`src/rtl/game_pkg.sv`:
```
// Shared types and constants for the game input front end.
// Imported by the interface, the debouncer and the top-level controller.
package game_pkg;

    typedef enum logic [1:0] {
        K_IDLE   = 2'd0,
        K_HELD   = 2'd1,
        K_REPEAT = 2'd2
    } key_state_t;

    localparam logic [7:0] KEY_NONE  = 8'h00;
    localparam logic [7:0] KEY_ENTER = 8'h28;
    localparam logic [7:0] KEY_ESC   = 8'h29;

    function automatic int max_int(input int a, input int b);
        return (a > b) ? a : b;
    endfunction

    // Bits needed to hold the values 0..n (never less than one bit).
    function automatic int width_for(input int n);
        return (n < 1) ? 1 : $clog2(n + 1);
    endfunction

endpackage

```
`src/rtl/game_input_ctrl_if.sv`:
```
// Event bundle from the input front end to the game-state FSM.
// The front end drives it through the master modport; the game FSM reads it through the slave modport.
interface game_input_ctrl_if;
    import game_pkg::*;

    logic [7:0]  keycode;
    logic        key_valid;
    logic        key_release;
    logic        key_held;
    logic        button_press;
    logic        button_level;
    logic [31:0] debugging;

    modport master (
        output keycode, key_valid, key_release, key_held,
        output button_press, button_level, debugging
    );

    modport slave (
        input keycode, key_valid, key_release, key_held,
        input button_press, button_level, debugging
    );

endinterface

```
`src/rtl/game_input_ctrl_debounce_sync.sv`:
```
// Two-flop synchroniser plus stable-time debouncer for one asynchronous board button.
// Produces the debounced level and a one-cycle pulse the cycle after that level rises.
module debounce_sync
    import game_pkg::*;
#(
    parameter int CYCLES = 4
) (
    input  logic clk,
    input  logic reset,
    input  logic din,
    output logic level,
    output logic rise
);

    localparam int               CNT_W    = width_for(CYCLES - 1);
    localparam logic [CNT_W-1:0] CNT_LAST = CNT_W'(CYCLES - 1);

    logic             sync1_r;
    logic             sync2_r;
    logic [CNT_W-1:0] cnt_r;
    logic             level_r;
    logic             level_d_r;
    logic             rise_r;

    // Synchronise the pin, count consecutive disagreeing cycles and flip the level once stable.
    always_ff @(posedge clk) begin
        if (reset) begin
            sync1_r   <= 1'b0;
            sync2_r   <= 1'b0;
            cnt_r     <= {CNT_W{1'b0}};
            level_r   <= 1'b0;
            level_d_r <= 1'b0;
            rise_r    <= 1'b0;
        end else begin
            sync1_r   <= din;
            sync2_r   <= sync1_r;
            level_d_r <= level_r;
            rise_r    <= level_r & ~level_d_r;
            if (sync2_r != level_r) begin
                if (cnt_r == CNT_LAST) begin
                    level_r <= ~level_r;
                    cnt_r   <= {CNT_W{1'b0}};
                end else begin
                    cnt_r   <= cnt_r + CNT_W'(1);
                end
            end else begin
                cnt_r <= {CNT_W{1'b0}};
            end
        end
    end

    assign level = level_r;
    assign rise  = rise_r;

endmodule

```
`src/rtl/game_input_ctrl.sv`:
```
// Keyboard/button front end: turns the held HID keycode and raw push-button into clean
// one-cycle press/change/repeat/release strobes and a debounced button pulse.
module game_input_ctrl
    import game_pkg::*;
#(
    parameter int DEBOUNCE_CYCLES = 1_000_000,
    parameter int REPEAT_DELAY    = 50_000_000,
    parameter int REPEAT_RATE     = 10_000_000
) (
    input  logic              clk,
    input  logic              reset,
    input  logic [7:0]        keycode_in,
    input  logic              button_raw,
    game_input_ctrl_if.master game
);

    localparam int                 TIMER_W    = width_for(max_int(REPEAT_DELAY, REPEAT_RATE));
    localparam logic [TIMER_W-1:0] TIMER_SAT  = {TIMER_W{1'b1}};
    localparam logic [TIMER_W-1:0] DELAY_LAST = TIMER_W'(REPEAT_DELAY - 1);
    localparam logic [TIMER_W-1:0] RATE_LAST  = TIMER_W'(REPEAT_RATE - 1);
    localparam logic               REPEAT_EN  = (REPEAT_DELAY != 0);

    logic [7:0]         kin_r;
    key_state_t         state_r;
    key_state_t         state_s;
    logic [7:0]         keycode_r;
    logic [7:0]         keycode_s;
    logic [TIMER_W-1:0] timer_r;
    logic [TIMER_W-1:0] timer_s;
    logic [TIMER_W-1:0] timer_inc_s;
    logic               key_valid_r;
    logic               key_valid_s;
    logic               key_release_r;
    logic               key_release_s;
    logic               key_held_r;
    logic               key_held_s;
    logic               button_level_s;
    logic               button_press_s;

    debounce_sync #(
        .CYCLES (DEBOUNCE_CYCLES)
    ) u_button (
        .clk   (clk),
        .reset (reset),
        .din   (button_raw),
        .level (button_level_s),
        .rise  (button_press_s)
    );

    // Saturating increment: the hold timer must never wrap back into a repeat window.
    always_comb begin
        if (timer_r == TIMER_SAT) begin
            timer_inc_s = timer_r;
        end else begin
            timer_inc_s = timer_r + TIMER_W'(1);
        end
    end

    // Key FSM next state and strobes; release beats change, change beats timer expiry.
    always_comb begin
        state_s       = state_r;
        keycode_s     = keycode_r;
        timer_s       = timer_inc_s;
        key_valid_s   = 1'b0;
        key_release_s = 1'b0;
        key_held_s    = key_held_r;
        case (state_r)
            K_IDLE: begin
                timer_s = {TIMER_W{1'b0}};
                if (kin_r != KEY_NONE) begin
                    keycode_s   = kin_r;
                    key_valid_s = 1'b1;
                    key_held_s  = 1'b1;
                    state_s     = K_HELD;
                end else begin
                    key_held_s = 1'b0;
                end
            end
            K_HELD, K_REPEAT: begin
                if (kin_r == KEY_NONE) begin
                    key_release_s = 1'b1;
                    key_held_s    = 1'b0;
                    timer_s       = {TIMER_W{1'b0}};
                    state_s       = K_IDLE;
                end else if (kin_r != keycode_r) begin
                    keycode_s   = kin_r;
                    key_valid_s = 1'b1;
                    timer_s     = {TIMER_W{1'b0}};
                    state_s     = K_HELD;
                end else if ((state_r == K_HELD) && REPEAT_EN && (timer_r == DELAY_LAST)) begin
                    key_valid_s = 1'b1;
                    timer_s     = {TIMER_W{1'b0}};
                    state_s     = K_REPEAT;
                end else if ((state_r == K_REPEAT) && (timer_r == RATE_LAST)) begin
                    key_valid_s = 1'b1;
                    timer_s     = {TIMER_W{1'b0}};
                end else begin
                    timer_s = timer_inc_s;
                end
            end
            default: begin
                state_s    = K_IDLE;
                timer_s    = {TIMER_W{1'b0}};
                key_held_s = 1'b0;
            end
        endcase
    end

    // Input capture, FSM state and registered key outputs.
    always_ff @(posedge clk) begin
        if (reset) begin
            kin_r         <= KEY_NONE;
            state_r       <= K_IDLE;
            keycode_r     <= 8'h00;
            timer_r       <= {TIMER_W{1'b0}};
            key_valid_r   <= 1'b0;
            key_release_r <= 1'b0;
            key_held_r    <= 1'b0;
        end else begin
            kin_r         <= keycode_in;
            state_r       <= state_s;
            keycode_r     <= keycode_s;
            timer_r       <= timer_s;
            key_valid_r   <= key_valid_s;
            key_release_r <= key_release_s;
            key_held_r    <= key_held_s;
        end
    end

    assign game.keycode      = keycode_r;
    assign game.key_valid    = key_valid_r;
    assign game.key_release  = key_release_r;
    assign game.key_held     = key_held_r;
    assign game.button_press = button_press_s;
    assign game.button_level = button_level_s;
    assign game.debugging    = {21'd0, button_level_s, keycode_r, state_r};

endmodule
```
`src/flat_wrapper.sv`:
```
// flat-port wrapper written by rule: the top's interface ports become plain ports
module game_input_ctrl_flat import game_pkg::*;
#(
    parameter int DEBOUNCE_CYCLES = 1_000_000,
    parameter int REPEAT_DELAY    = 50_000_000,
    parameter int REPEAT_RATE     = 10_000_000
)
  (clk, reset, keycode_in, button_raw, game_keycode, game_key_valid, game_key_release, game_key_held, game_button_press, game_button_level, game_debugging);
  game_input_ctrl_if game_i ();
  input  logic clk;
  input  logic reset;
  input  logic [7:0] keycode_in;
  input  logic button_raw;
  output wire logic [$bits(game_i.keycode)-1:0] game_keycode;
  output wire logic [$bits(game_i.key_valid)-1:0] game_key_valid;
  output wire logic [$bits(game_i.key_release)-1:0] game_key_release;
  output wire logic [$bits(game_i.key_held)-1:0] game_key_held;
  output wire logic [$bits(game_i.button_press)-1:0] game_button_press;
  output wire logic [$bits(game_i.button_level)-1:0] game_button_level;
  output wire logic [$bits(game_i.debugging)-1:0] game_debugging;
  assign game_keycode = game_i.keycode;
  assign game_key_valid = game_i.key_valid;
  assign game_key_release = game_i.key_release;
  assign game_key_held = game_i.key_held;
  assign game_button_press = game_i.button_press;
  assign game_button_level = game_i.button_level;
  assign game_debugging = game_i.debugging;
  game_input_ctrl #(.DEBOUNCE_CYCLES(DEBOUNCE_CYCLES), .REPEAT_DELAY(REPEAT_DELAY), .REPEAT_RATE(REPEAT_RATE)) u_core (.clk(clk), .reset(reset), .keycode_in(keycode_in), .button_raw(button_raw), .game(game_i));
endmodule
```
`config.mk`:
```
export PLATFORM = sky130hd
export DESIGN_NAME = game_input_ctrl_flat
export DESIGN_NICKNAME = d
export VERILOG_FILES = /design/src/rtl/game_pkg.sv /design/src/rtl/game_input_ctrl_if.sv /design/src/rtl/game_input_ctrl_debounce_sync.sv /design/src/rtl/game_input_ctrl.sv /design/src/flat_wrapper.sv
export SDC_FILE = /design/constraint.sdc
export NUM_CORES = 1
export LEC_CHECK = 0
export CAP_MARGIN = 25
export CORE_ASPECT_RATIO = 1.1
export CORE_MARGIN = 8
export CORE_UTILIZATION = 50
export DETAILED_ROUTE_END_ITERATION = 8
export PLACE_DENSITY = 0.76
export SYNTH_ARGS = -nofsm -noshare
export SYNTH_HDL_FRONTEND = slang
export SYNTH_SLANG_ARGS = --single-unit
```
`constraint.sdc`:
```
create_clock -name clk -period 2.2 [get_ports clk]
set_clock_uncertainty 0.05 [all_clocks]
set_input_delay 0.44 -clock clk [delete_from_list [all_inputs] [get_ports clk]]
set_output_delay 0.44 -clock clk [all_outputs]
set_load 0.03 [all_outputs]
```
## Word level (Yosys, flattened, before mapping)

Index checks and enable logic that the tools add are counted.

- Word-level logic and storage cells: 64
- Register bits: 72
- Input port bits: 11
- Output and inout port bits: 45

- Bitwise operators: 5
- $add $sub $neg: 2
- Reductions and logical operators: 13
- Mux-type cells: 18
- Eq/ne operators: 13

Operator list:

| cell | count |
|---|---|
| equality test 26 bit (second input constant) | 2 |
| adder 26 x 1 -> 26 bit (second input constant) | 1 |
| equality test 26 x 24 -> 1 bit (second input constant) | 1 |
| 2-to-1 mux 8 bit | 3 |
| adder 20 x 1 -> 20 bit (second input constant) | 1 |
| equality test 20 bit (second input constant) | 1 |
| one-hot mux 8 bit (2 select lines) | 1 |
| zero test 8 bit | 1 |
| 2-to-1 mux 2 bit | 4 |
| != test 8 bit | 1 |
| nonzero test 8 bit | 1 |
| 2-to-1 mux 1 bit | 7 |
| != test 2 x 1 -> 1 bit (second input constant) | 3 |
| OR reduction 6 bit | 1 |
| != test 4 x 1 -> 1 bit (second input constant) | 1 |
| NOT 1 bit | 4 |
| one-hot mux 1 bit (2 select lines) | 2 |
| one-hot mux 2 bit (2 select lines) | 1 |
| AND reduction 2 bit | 2 |
| AND reduction 4 bit | 1 |
| OR reduction 2 bit | 2 |
| OR reduction 3 bit | 1 |
| equality test 2 x 1 -> 1 bit (second input constant) | 1 |
| equality test 2 bit (second input constant) | 1 |
| other kinds (6) | 7 |

## Logic depth before layout (Yosys ltp)

Gate-level depths: netlist (run 1).

- Depth in word-level cells: 7
- Gate-level depth with buffers: 9
- Depth with buffers taken out: 8

## By module

From an unflattened synthesis (run 1), not the netlist that was laid out.

- Cell total of the unflattened synthesis: 417
- Area total of the unflattened synthesis: 3,818.7 um^2

By module, submodules not included:

| module | cells an instance | sequential area each (um^2) | times used | area an instance (um^2) |
|---|---|---|---|---|
| game_input_ctrl | 302 | 940.9 | 1 | 2,756.4 |
| debounce_sync | 115 | 500.5 | 1 | 1,062.3 |

## Least setup slack after synthesis (run 1)

No wires, ideal clock.

- Path type: register -> register
- Start point: reg u_core.state_r[0]
- End point: reg u_core.timer_r[25]
- Arrival time: 2.063 ns
- Data required time: 2.087 ns
- Slack: 0.024 ns
- Stages on the path, launching flop included: 10
- Setup time: 0.063 ns
- Period minus slack after synthesis: 2.176 ns
- Path buffers: 2
- Cells stage by stage: dfxtp_1 inv_1 ha_1 and4_1 nand3_1 a21oi_1 or4_1 buf_2 buf_6 nor2_2

- Longest elaborated chain between the ends: 4
- Elaborated cells between the ends (all ways): 7
- Classes of those cells: eq/ne: 2; bitwise: 1; reduce/logical: 4

RTL lines:

| item | RTL line | text |
|---|---|---|
| start: declaration | game_input_ctrl.sv:24 | `key_state_t state_r;` |
| start signal: assignment | game_input_ctrl.sv:121 | `state_r <= state_s;` |
| equality test 2 bit / equality test 2 x 1 -> 1 bit (equally long branches) | game_input_ctrl.sv:67, game_input_ctrl.sv:94, game_input_ctrl.sv:90 |  |
| OR reduction 2 bit | game_input_ctrl.sv:67 | `case (state_r)` |
| NOT 1 bit (no line) | - |  |
| OR reduction 6 bit (no line) * | - |  |
| end signal: assignment | game_input_ctrl.sv:115 | `timer_r <= {TIMER_W{1'b0}};` |
| end signal: assignment | game_input_ctrl.sv:123 | `timer_r <= timer_s;` |
| end: declaration | game_input_ctrl.sv:28 | `logic [TIMER_W-1:0] timer_r;` |

Mark *: on every way between the ends. The rest lies on a longest branch, timed or not.
A chain may end at the register's enable or synchronous reset.

## Final worst setup path (run 1)

- Start point: reg u_core.timer_r[0]
- End point: reg u_core.timer_r[6]

- Longest elaborated chain between the ends: 3
- Elaborated cells between the ends (all ways): 7
- Classes of those cells: add/sub: 1; eq/ne: 3; reduce/logical: 3

RTL lines:

| item |
|---|
| parallel branches: the longest is 3 deep, another holds adder 26 x 1 -> 26 bit |

Several ways; the timed one is not identified.

==> results of run 1 <==
[power by group through the flow]
stage          Sequential [uW]  Clock [uW]  Combinational [uW]
2_1_floorplan             1430           0                 239
6_report                  1360        1050                 346
3_5_place_dp              1390           0                 345
4_1_cts                   1360        1080                 347
3_3_place_gp              1390           0                 342
5_1_grt                   1370        1150                 368
[state kept, by name (all words and copies together) (netlist names), 2 cells and up]
register               count
u_core.game.keycode        8
u_core.timer_r            26
u_core.u_button.cnt_r     20
u_core.kin_r               8
u_core.state_r             2
[layout make-up]
cell class / count / area (um2) / area share [%]
clock buffers: 10 / 138 / 3.47
clock inverters: 6 / 67.6 / 1.70
inverters: 7 / 26.3 / 0.662
repair buffers: 42 / 417 / 10.5
well taps: 82 / 103 / 2.59
multi-input cells: 275 / 1770 / 44.7
flip-flops and latches: 72 / 1440 / 36.4
[Yosys cell counts]
master	number
sky130_fd_sc_hd__nor4bb_1	2
sky130_fd_sc_hd__nand3_2	1
sky130_fd_sc_hd__nand2_1	17
sky130_fd_sc_hd__a21boi_1	1
sky130_fd_sc_hd__buf_2	4
sky130_fd_sc_hd__nor4_1	3
sky130_fd_sc_hd__inv_2	1
sky130_fd_sc_hd__clkbuf_2	1
sky130_fd_sc_hd__o41ai_1	2
sky130_fd_sc_hd__nand4_1	12
sky130_fd_sc_hd__buf_4	30
sky130_fd_sc_hd__a311oi_2	1
sky130_fd_sc_hd__or4_1	3
sky130_fd_sc_hd__and4_1	10
sky130_fd_sc_hd__ha_1	6
sky130_fd_sc_hd__inv_1	6
sky130_fd_sc_hd__a31oi_1	3
sky130_fd_sc_hd__o211ai_2	1
sky130_fd_sc_hd__xor2_1	34
sky130_fd_sc_hd__nor4b_1	2
sky130_fd_sc_hd__dfxtp_1	72
sky130_fd_sc_hd__conb_1	1
sky130_fd_sc_hd__a2111oi_0	1
sky130_fd_sc_hd__nor2_2	21
sky130_fd_sc_hd__nor2b_1	13
sky130_fd_sc_hd__and3_1	7
sky130_fd_sc_hd__a211oi_1	2
sky130_fd_sc_hd__a21oi_1	5
sky130_fd_sc_hd__mux2i_1	12
sky130_fd_sc_hd__nand3_1	21
sky130_fd_sc_hd__clkbuf_1	3
sky130_fd_sc_hd__nor2_1	42
sky130_fd_sc_hd__nor3_1	5
sky130_fd_sc_hd__and2_1	4
sky130_fd_sc_hd__buf_6	2
sky130_fd_sc_hd__xnor2_1	13
sky130_fd_sc_hd__o21ai_0	4
sky130_fd_sc_hd__or3_1	4
sky130_fd_sc_hd__nor4_2	2
[metrics by stage]
| stage | hold slack (ps) | instances | total power, uW | TNS (ps) | worst slack, ps |
|---|---|---|---|---|---|
| 6_report | 334 | 494 | 2760 | 0 | 135 |
| 5_1_grt | 354 | 494 | 2880 | -7.15 | -7.15 |
| 4_1_cts | 333 | 494 | 2790 | 0 | 34.2 |
| 3_5_place_dp | 322 | 478 | 1740 | 0 | 34.0 |
| 3_3_place_gp | 323 | 478 | 1730 | 0 | 140 |
| 2_1_floorplan | 317 | 394 | 1670 | 0 | 23.9 |
[metal layers]
layer  vias to the layer above  routed length [um]  global-route usage (%)
li1                       1295                   -                       -
met1                      1188                2890                    15.6
met2                        61                3060                    22.9
met3                         9                 390                    4.66
met4                         0                  95                    6.73
met5                         -                   0                       0
[logic make-up (layout without fill, tap and decap cells)]
kind of cell | Yosys count | count (layout) | share of synthesized area [%]
simple gates | 169 | 169 | 27.2
flops | 72 | 72 | 41.9
xor+xnor | 47 | 47 | 12.0
buf+inv | 47 | 65 | 9.03
compound gates | 20 | 20 | 4.08
mux | 12 | 12 | 3.49
fa+ha+maj | 6 | 6 | 2.18
other cells | 1 | 21 | 0.109
[placed cells by master, fill, tap and decap left out, types with 2 or more instances in the layout]
cell type                         synthesis  routed
sky130_fd_sc_hd__a211oi_1                 2       2
sky130_fd_sc_hd__a21oi_1                  5       5
sky130_fd_sc_hd__a31oi_1                  3       3
sky130_fd_sc_hd__and2_1                   4       4
sky130_fd_sc_hd__and3_1                   7       7
sky130_fd_sc_hd__and4_1                  10       9
sky130_fd_sc_hd__buf_4                   30       6
sky130_fd_sc_hd__clkbuf_8                 0      10
sky130_fd_sc_hd__clkdlybuf4s50_1          0      34
sky130_fd_sc_hd__clkinvlp_4               0       2
sky130_fd_sc_hd__conb_1                   1      21
sky130_fd_sc_hd__dfxtp_1                 72      70
sky130_fd_sc_hd__dfxtp_2                  0       2
sky130_fd_sc_hd__ha_1                     6       6
sky130_fd_sc_hd__inv_1                    6       6
sky130_fd_sc_hd__mux2i_1                 12      12
sky130_fd_sc_hd__nand2_1                 17      17
sky130_fd_sc_hd__nand3_1                 21      21
sky130_fd_sc_hd__nand4_1                 12      12
sky130_fd_sc_hd__nor2_1                  42      42
sky130_fd_sc_hd__nor2_2                  21      21
sky130_fd_sc_hd__nor2b_1                 13      13
sky130_fd_sc_hd__nor3_1                   5       5
sky130_fd_sc_hd__nor4_1                   3       2
sky130_fd_sc_hd__nor4_2                   2       3
sky130_fd_sc_hd__nor4b_1                  2       2
sky130_fd_sc_hd__nor4bb_1                 2       2
sky130_fd_sc_hd__o21ai_0                  4       4
sky130_fd_sc_hd__o41ai_1                  2       2
sky130_fd_sc_hd__or3_1                    4       4
sky130_fd_sc_hd__or4_1                    3       3
sky130_fd_sc_hd__xnor2_1                 13      13
sky130_fd_sc_hd__xor2_1                  34      34
[timing repair]
action | 4_1_cts | 5_1_grt
endpoints found under the setup margin | 0 | 23
setup buffers | 0 | 0
resized for setup | 0 | 6
[how the worst max path moves through the flow]
stage                     cells after the start         startpoint                  to  slack [ps]
final                                         7  u_core.timer_r[0]   u_core.timer_r[6]         130
after detailed placement                      8  u_core.state_r[0]   u_core.timer_r[6]          30
after floorplan                               9  u_core.state_r[0]  u_core.timer_r[25]          20
after CTS                                     8  u_core.state_r[0]  u_core.timer_r[24]          30
after global routing                          7  u_core.timer_r[0]   u_core.timer_r[6]          -7
after global placement                        8  u_core.state_r[0]  u_core.timer_r[24]         140
==> Flow_metrics.wiki, run 1 <==
{| class="wikitable"
! Metric !! Value
|-
| Max stage delay cell, worst path || sky130_fd_sc_hd__or4_1
|-
| Part of the power in registers || 49.3%
|-
| Gate Count Post-Synth || 374
|-
| Crit path capture type || flip-flop
|-
| Clock input transition at the sequential cells of the worst setup and hold paths || 70 ps
|-
| Kind of cell adding the most delay to the critical path || simple AND/OR/NAND/NOR gates
|-
| Most area-hungry cell type in the Yosys netlist || sky130_fd_sc_hd__dfxtp_1
|-
| Final Critical Period || 2070 ps
|-
| Outcome || completed
|-
| Routability cong. || 0.841
|-
| Total power divided by cell area || 697 mW/mm2
|-
| Largest vdd supply drop || 0.447 mV
|-
| Total vias in the final route || 2553
|-
| Leakage power || 0.00142 uW
|-
| Total of endpoints with negative setup slack in the final report || 0
|-
| R2R setup slack || 130 ps
|-
| Final core utilization || 59.8%
|-
| TritonCTS clock tree || yes
|-
| Worst skew pair latency || 350 ps
|-
| Total track usage || 13.8%
|-
| Worst endpoint data arrival time || 2270 ps
|-
| Part of the power in combinational logic || 12.5%
|-
| Core footprint || 0.00663 mm2
|-
| Beginning of the worst hold path || u_core.u_button.level_d_r
|-
| Period utilization || 93.9%
|-
| Layout Nets || 424
|-
| Buffers and inverters on the worst path || 1
|-
| Internal power summed over all cells || 2030 uW
|-
| Final design area excluding fillers || 0.00397 mm2
|-
| Transition time at the pin with the least slew margin || 589 ps
|-
| Switching power || 736 uW
|-
| Y dimension of the die || 103 um
|-
| Vias in the first global route || 2443
|-
| Series of cell instances along the critical path || ha_1 > and2_1 > nand4_1 > a21oi_1 > or4_1 > buf_6 > a211oi_1
|-
| Worst slew margin relative to its limit || 60.6%
|-
| Remaining design rule violation count || 0
|-
| Layout overhead on the synthesized area || 15.4%
|-
| Post-Syn Area per Cell || 9.19 um2
|-
| Synth top area share || 41.9%
|-
| Number of filler instances in the final layout || 587
|-
| Clock Power Share || 38.2%
|-
| Number of flip-flops and latches in the synthesized netlist || 72
|-
| Summed instance area of the synthesized netlist || 0.00344 mm2
|-
| Layout cells sized above 1 || 13.6%
|-
| Floorplan die width || 95.1 um
|-
| Starting Density || 51.8%
|-
| Dpl hpwl || 4610 um
|-
| Area after DPL || 0.00374 mm2
|-
| CTS Hold Buffers Added || 0
|-
| Clk Tree Root Cell || sky130_fd_sc_hd__clkbuf_8
|-
| Num Clock Sinks || 72
|-
| Wire length per cell after detailed routing || 13.0 um
|-
| Net Sw Frac || 26.6%
|-
| Maximum number of pins on one net before global-route repair || 27
|-
| Setup Crit Path Kind || flip-flop to flip-flop
|-
| Boundary Pins || 56
|-
| Worst Hold Class || flip-flop to flip-flop
|-
| Yosys cell types || 39
|-
| CP required || 2410 ps
|-
| Global-route wire length before repair || 10800 um
|-
| Number of optimization iterations in the first detailed-route pass || 4
|-
| Die Footprint || 0.00979 mm2
|-
| Aggregate routed wire length || 6440 um
|-
| Part of the Yosys area used for sequential elements || 41.9%
|-
| Deepest clock path buffer count || 2
|-
| Hold Vio Cnt, Final || 0
|-
| Via density per instance || 5.17
|-
| Number of cells on the worst reg-to-reg path || 7
|-
| Terminus of the critical flop-to-flop path || u_core.timer_r[6]
|-
| Starting DRT DRC Count || 115
|-
| Antenna cells || 0
|-
| Number of buffers inserted during clock tree synthesis || 9
|-
| Count of H-tree levels built during CTS || 3
|-
| Max-Cap Viols || 0
|-
| Largest cells by area after synthesis || sky130_fd_sc_hd__dfxtp_1, sky130_fd_sc_hd__xor2_1, sky130_fd_sc_hd__buf_4
|-
| Number of antenna violations at the first check in global routing || 0
|-
| Launching element type of the critical path || flip-flop
|-
| Reg-to-reg startpoint || u_core.timer_r[0]
|-
| Hold Crit Endpoint || u_core.u_button.rise
|-
| Number of cells traversed by the worst hold path || 1
|-
| Port Buffers || 34
|-
| Maximum net fanout on the critical path || 26
|-
| Fin. max-slew vios || 0
|-
| Post-route ant nets || 0
|-
| Maximum achievable frequency || 484 MHz
|-
| Max incr delay on CP || 520 ps
|-
| Placement Rows || 31
|-
| Total of warnings raised by yosys || 0
|-
| Global route overflow || 0
|}
Note: power is estimated with default switching activity, not from simulation.
==> run 2: changes to the inputs <==
Settings changed: CORE_ASPECT_RATIO 1.1 to 1.4, CORE_UTILIZATION 50 to 25, PLACE_DENSITY 0.76 to 0.44, TNS_END_PERCENT from default to 20.
==> run 2 against run 1 <==
Compared with the run above: clock-buffer cell count fell by 1; critical path depth rose by 1; maximum frequency rose by 1.1%; utilization fell by 28 points; die area rose by 82%; clock power rose by 48%; total power rose by 18%; largest cell class unchanged; final area rose by 8.0%; first-iteration DRC count rose by 5.2%; setup slack improved by 22 ps; critical path type unchanged; flip-flop and latch count did not move; largest power group is now clock; non-clock buffer count rose by 8.
==> Flow_metrics.wiki, run 2 (same netlist as run 1, synthesis figures left out) <==
{| class="wikitable"
! Metric !! Value
|-
| Num Clock Sinks || 72 (unchanged)
|-
| Final Critical Period || 2040 ps (-22.2 ps)
|-
| Most common library cell in the layout ignoring fill and taps || sky130_fd_sc_hd__dfxtp_1
|-
| Placement Rows || 50 (+61%)
|-
| Dpl hpwl || 5550 um (+20%)
|-
| Period utilization || 92.9% (-1.0 points)
|-
| Wire length per cell after detailed routing || 12.5 um (-4.1%)
|-
| TritonCTS clock tree || yes
|-
| Worst skew pair latency || 330 ps (-20 ps)
|-
| Boundary Pins || 56 (unchanged)
|-
| Worst slew margin relative to its limit || 55.9% (-4.8 points)
|-
| Largest vdd supply drop || 0.433 mV (-3.0%)
|-
| Max stage delay cell, worst path || sky130_fd_sc_hd__or4_4
|-
| Number of buffers inserted during clock tree synthesis || 9 (unchanged)
|-
| Number of cells on the worst reg-to-reg path || 8 (+1)
|-
| Number of antenna violations at the first check in global routing || 0 (unchanged)
|-
| Internal power summed over all cells || 2470 uW (+22%)
|-
| Y dimension of the die || 155 um (+50%)
|-
| Outcome || completed
|-
| Deepest clock path buffer count || 2 (unchanged)
|-
| Launching element type of the critical path || flip-flop
|-
| Max-Cap Viols || 0 (unchanged)
|-
| Number of cells traversed by the worst hold path || 1 (unchanged)
|-
| Starting Density || 25.7% (-26 points)
|-
| Clock Power Share || 47.3% (+9.1 points)
|-
| Aggregate routed wire length || 7520 um (+17%)
|-
| Clk Tree Root Cell || sky130_fd_sc_hd__clkbuf_16
|-
| Maximum achievable frequency || 489 MHz (+1.1%)
|-
| Post-route ant nets || 0 (unchanged)
|-
| Count of H-tree levels built during CTS || 3 (unchanged)
|-
| Sum of negative setup slack || 0 ps (unchanged)
|-
| Worst endpoint data arrival time || 2230 ps (-40 ps)
|-
| Number of optimization iterations in the first detailed-route pass || 4 (unchanged)
|-
| Routability cong. || 0.743 (-12%)
|-
| Transition time at the pin with the least slew margin || 660 ps (+71.5 ps)
|-
| Port Buffers || 34 (unchanged)
|-
| Via density per instance || 4.29 (-17%)
|-
| CP required || 2390 ps (-20 ps)
|-
| Total power divided by cell area || 763 mW/mm2 (+9.6%)
|-
| Area after DPL || 0.00393 mm2 (+5.1%)
|-
| Commonest cells after routing, fill and taps aside || sky130_fd_sc_hd__dfxtp_1, sky130_fd_sc_hd__nor2_1, sky130_fd_sc_hd__xor2_1, sky130_fd_sc_hd__clkdlybuf4s50_1
|-
| Flip-flop count of the largest register, all copies and words added || 26 (unchanged)
|-
| Series of cell instances along the critical path || buf_4 > ha_1 > nor4bb_1 > nand4_1 > a21oi_1 > or4_4 > buf_12 > a211oi_1
|-
| Global-route wire length before repair || 12500 um (+16%)
|-
| Global route overflow || 0 (unchanged)
|-
| Total vias in the final route || 2581 (+1.1%)
|-
| Core footprint || 0.0134 mm2 (+100%)
|-
| R2R setup slack || 160 ps (+20 ps)
|-
| Maximum number of pins on one net before global-route repair || 27 (unchanged)
|-
| Total of endpoints with negative setup slack in the final report || 0 (unchanged)
|-
| Clock input transition at the sequential cells of the worst setup and hold paths || 60 ps (about the same)
|-
| Part of the power in combinational logic || 11.0% (-1.5 points)
|-
| Starting DRT DRC Count || 121 (+5.2%)
|-
| Part of the power in registers || 41.7% (-7.6 points)
|-
| Switching power || 802 uW (+9.0%)
|-
| Layout overhead on the synthesized area || 24.7%
|-
| Vias in the first global route || 2602 (+6.5%)
|-
| Regs by FF count || u_core.timer_r x26, u_core.u_button.cnt_r x20
|-
| Remaining design rule violation count || 0 (unchanged)
|-
| Die Footprint || 0.0178 mm2 (+82%)
|-
| Total track usage || 8.83% (-5.0 points)
|-
| Net Sw Frac || 24.5% (-2.1 points)
|-
| Reg-to-reg startpoint || u_core.state_r[0]
|-
| Final Power || 3270 uW (+18%)
|-
| Layout Nets || 432 (+1.9%)
|-
| Leakage power || 0.00153 uW (+7.7%)
|-
| Antenna cells || 0 (unchanged)
|-
| Fin. max-slew vios || 0 (unchanged)
|-
| Final design area excluding fillers || 0.00429 mm2 (+8.0%)
|-
| Crit path capture type || flip-flop
|-
| Hold Crit Endpoint || u_core.u_button.rise
|-
| Buffers inserted by post-CTS timing repair || 0 (unchanged)
|-
| Maximum net fanout on the critical path || 13 (-50%)
|-
| Floorplan die width || 115 um (+21%)
|-
| Hold Vio Cnt, Final || 0 (unchanged)
|-
| Beginning of the worst hold path || u_core.u_button.level_d_r
|-
| Largest Register || u_core.timer_r
|-
| Terminus of the critical flop-to-flop path || u_core.timer_r[6]
|-
| Max incr delay on CP || 560 ps (+40 ps)
|-
| Setup Crit Path Kind || flip-flop to flip-flop
|-
| Layout cells sized above 1 || 14.5% (+0.93 points)
|-
| Worst Hold Class || flip-flop to flip-flop
|}
[run 2: worst max-delay path: cells and delay by family (launching register included)]
kind            cells  cell delay [ps]
compound gates      2              270
fa+ha+maj           1              200
buf+inv             2              320
flops               1              310
simple gates        3              800
[run 2: metrics by stage]
| stage | setup slack (ps) | util (%) | std cells | hold slack (ps) |
|---|---|---|---|---|
| global placement | 188 | 29.4 | 585 | 327 |
| global route | -0.531 | 32.0 | 602 | 364 |
| floorplan | 23.9 | - | 394 | 317 |
| detailed placement | 109 | 29.4 | 585 | 324 |
| CTS | 94.6 | 31.8 | 601 | 343 |
| finish | 157 | 32.0 | 602 | 342 |
[run 2: how the worst max path moves through the flow]
stage                 startpoint                  to  slack (ps)  cells after the start
2_1_floorplan  u_core.state_r[0]  u_core.timer_r[25]          20                      9
6_report       u_core.state_r[0]   u_core.timer_r[6]         160                      8
3_5_place_dp   u_core.state_r[1]  u_core.timer_r[24]         110                      8
4_1_cts        u_core.state_r[1]   u_core.timer_r[6]          90                      8
3_3_place_gp   u_core.timer_r[0]   u_core.timer_r[6]         190                      7
5_1_grt        u_core.timer_r[0]  u_core.timer_r[22]        -0.5                      7
[run 2: power groups by stage]
| stage | Clock (uW) | Sequential (uW) | Combinational, uW |
|---|---|---|---|
| after floorplan | 0 | 1430 | 239 |
| after global placement | 0 | 1390 | 362 |
| after detailed placement | 0 | 1390 | 361 |
| after CTS | 1600 | 1360 | 362 |
| after global routing | 1650 | 1370 | 387 |
| final | 1550 | 1360 | 361 |
[run 2: cell type report]
| type | count | area, um2 |
|---|---|---|
| fill | 1446 | 9100 |
| multi-input combinational | 275 | 1760 |
| sequential | 72 | 1440 |
| timing repair buffer | 50 | 503 |
| tap | 182 | 228 |
| clock buffer | 9 | 225 |
| clock inverter | 7 | 96.3 |
| inverter | 7 | 26.3 |
[run 2: timing repair]
action,in CTS,in global routing
setup endpoints to repair,0,2
hold buffers,0,0
gates resized for setup,0,2
[run 2: routing by layer]
metal | up-vias | GRT usage, % | wire length, um
met4 | 0 | 5.09 | 156
met5 | - | 0 | 0
met3 | 9 | 3.04 | 505
met1 | 1197 | 9.22 | 3190
met2 | 64 | 15.0 | 3670
li1 | 1311 | - | -
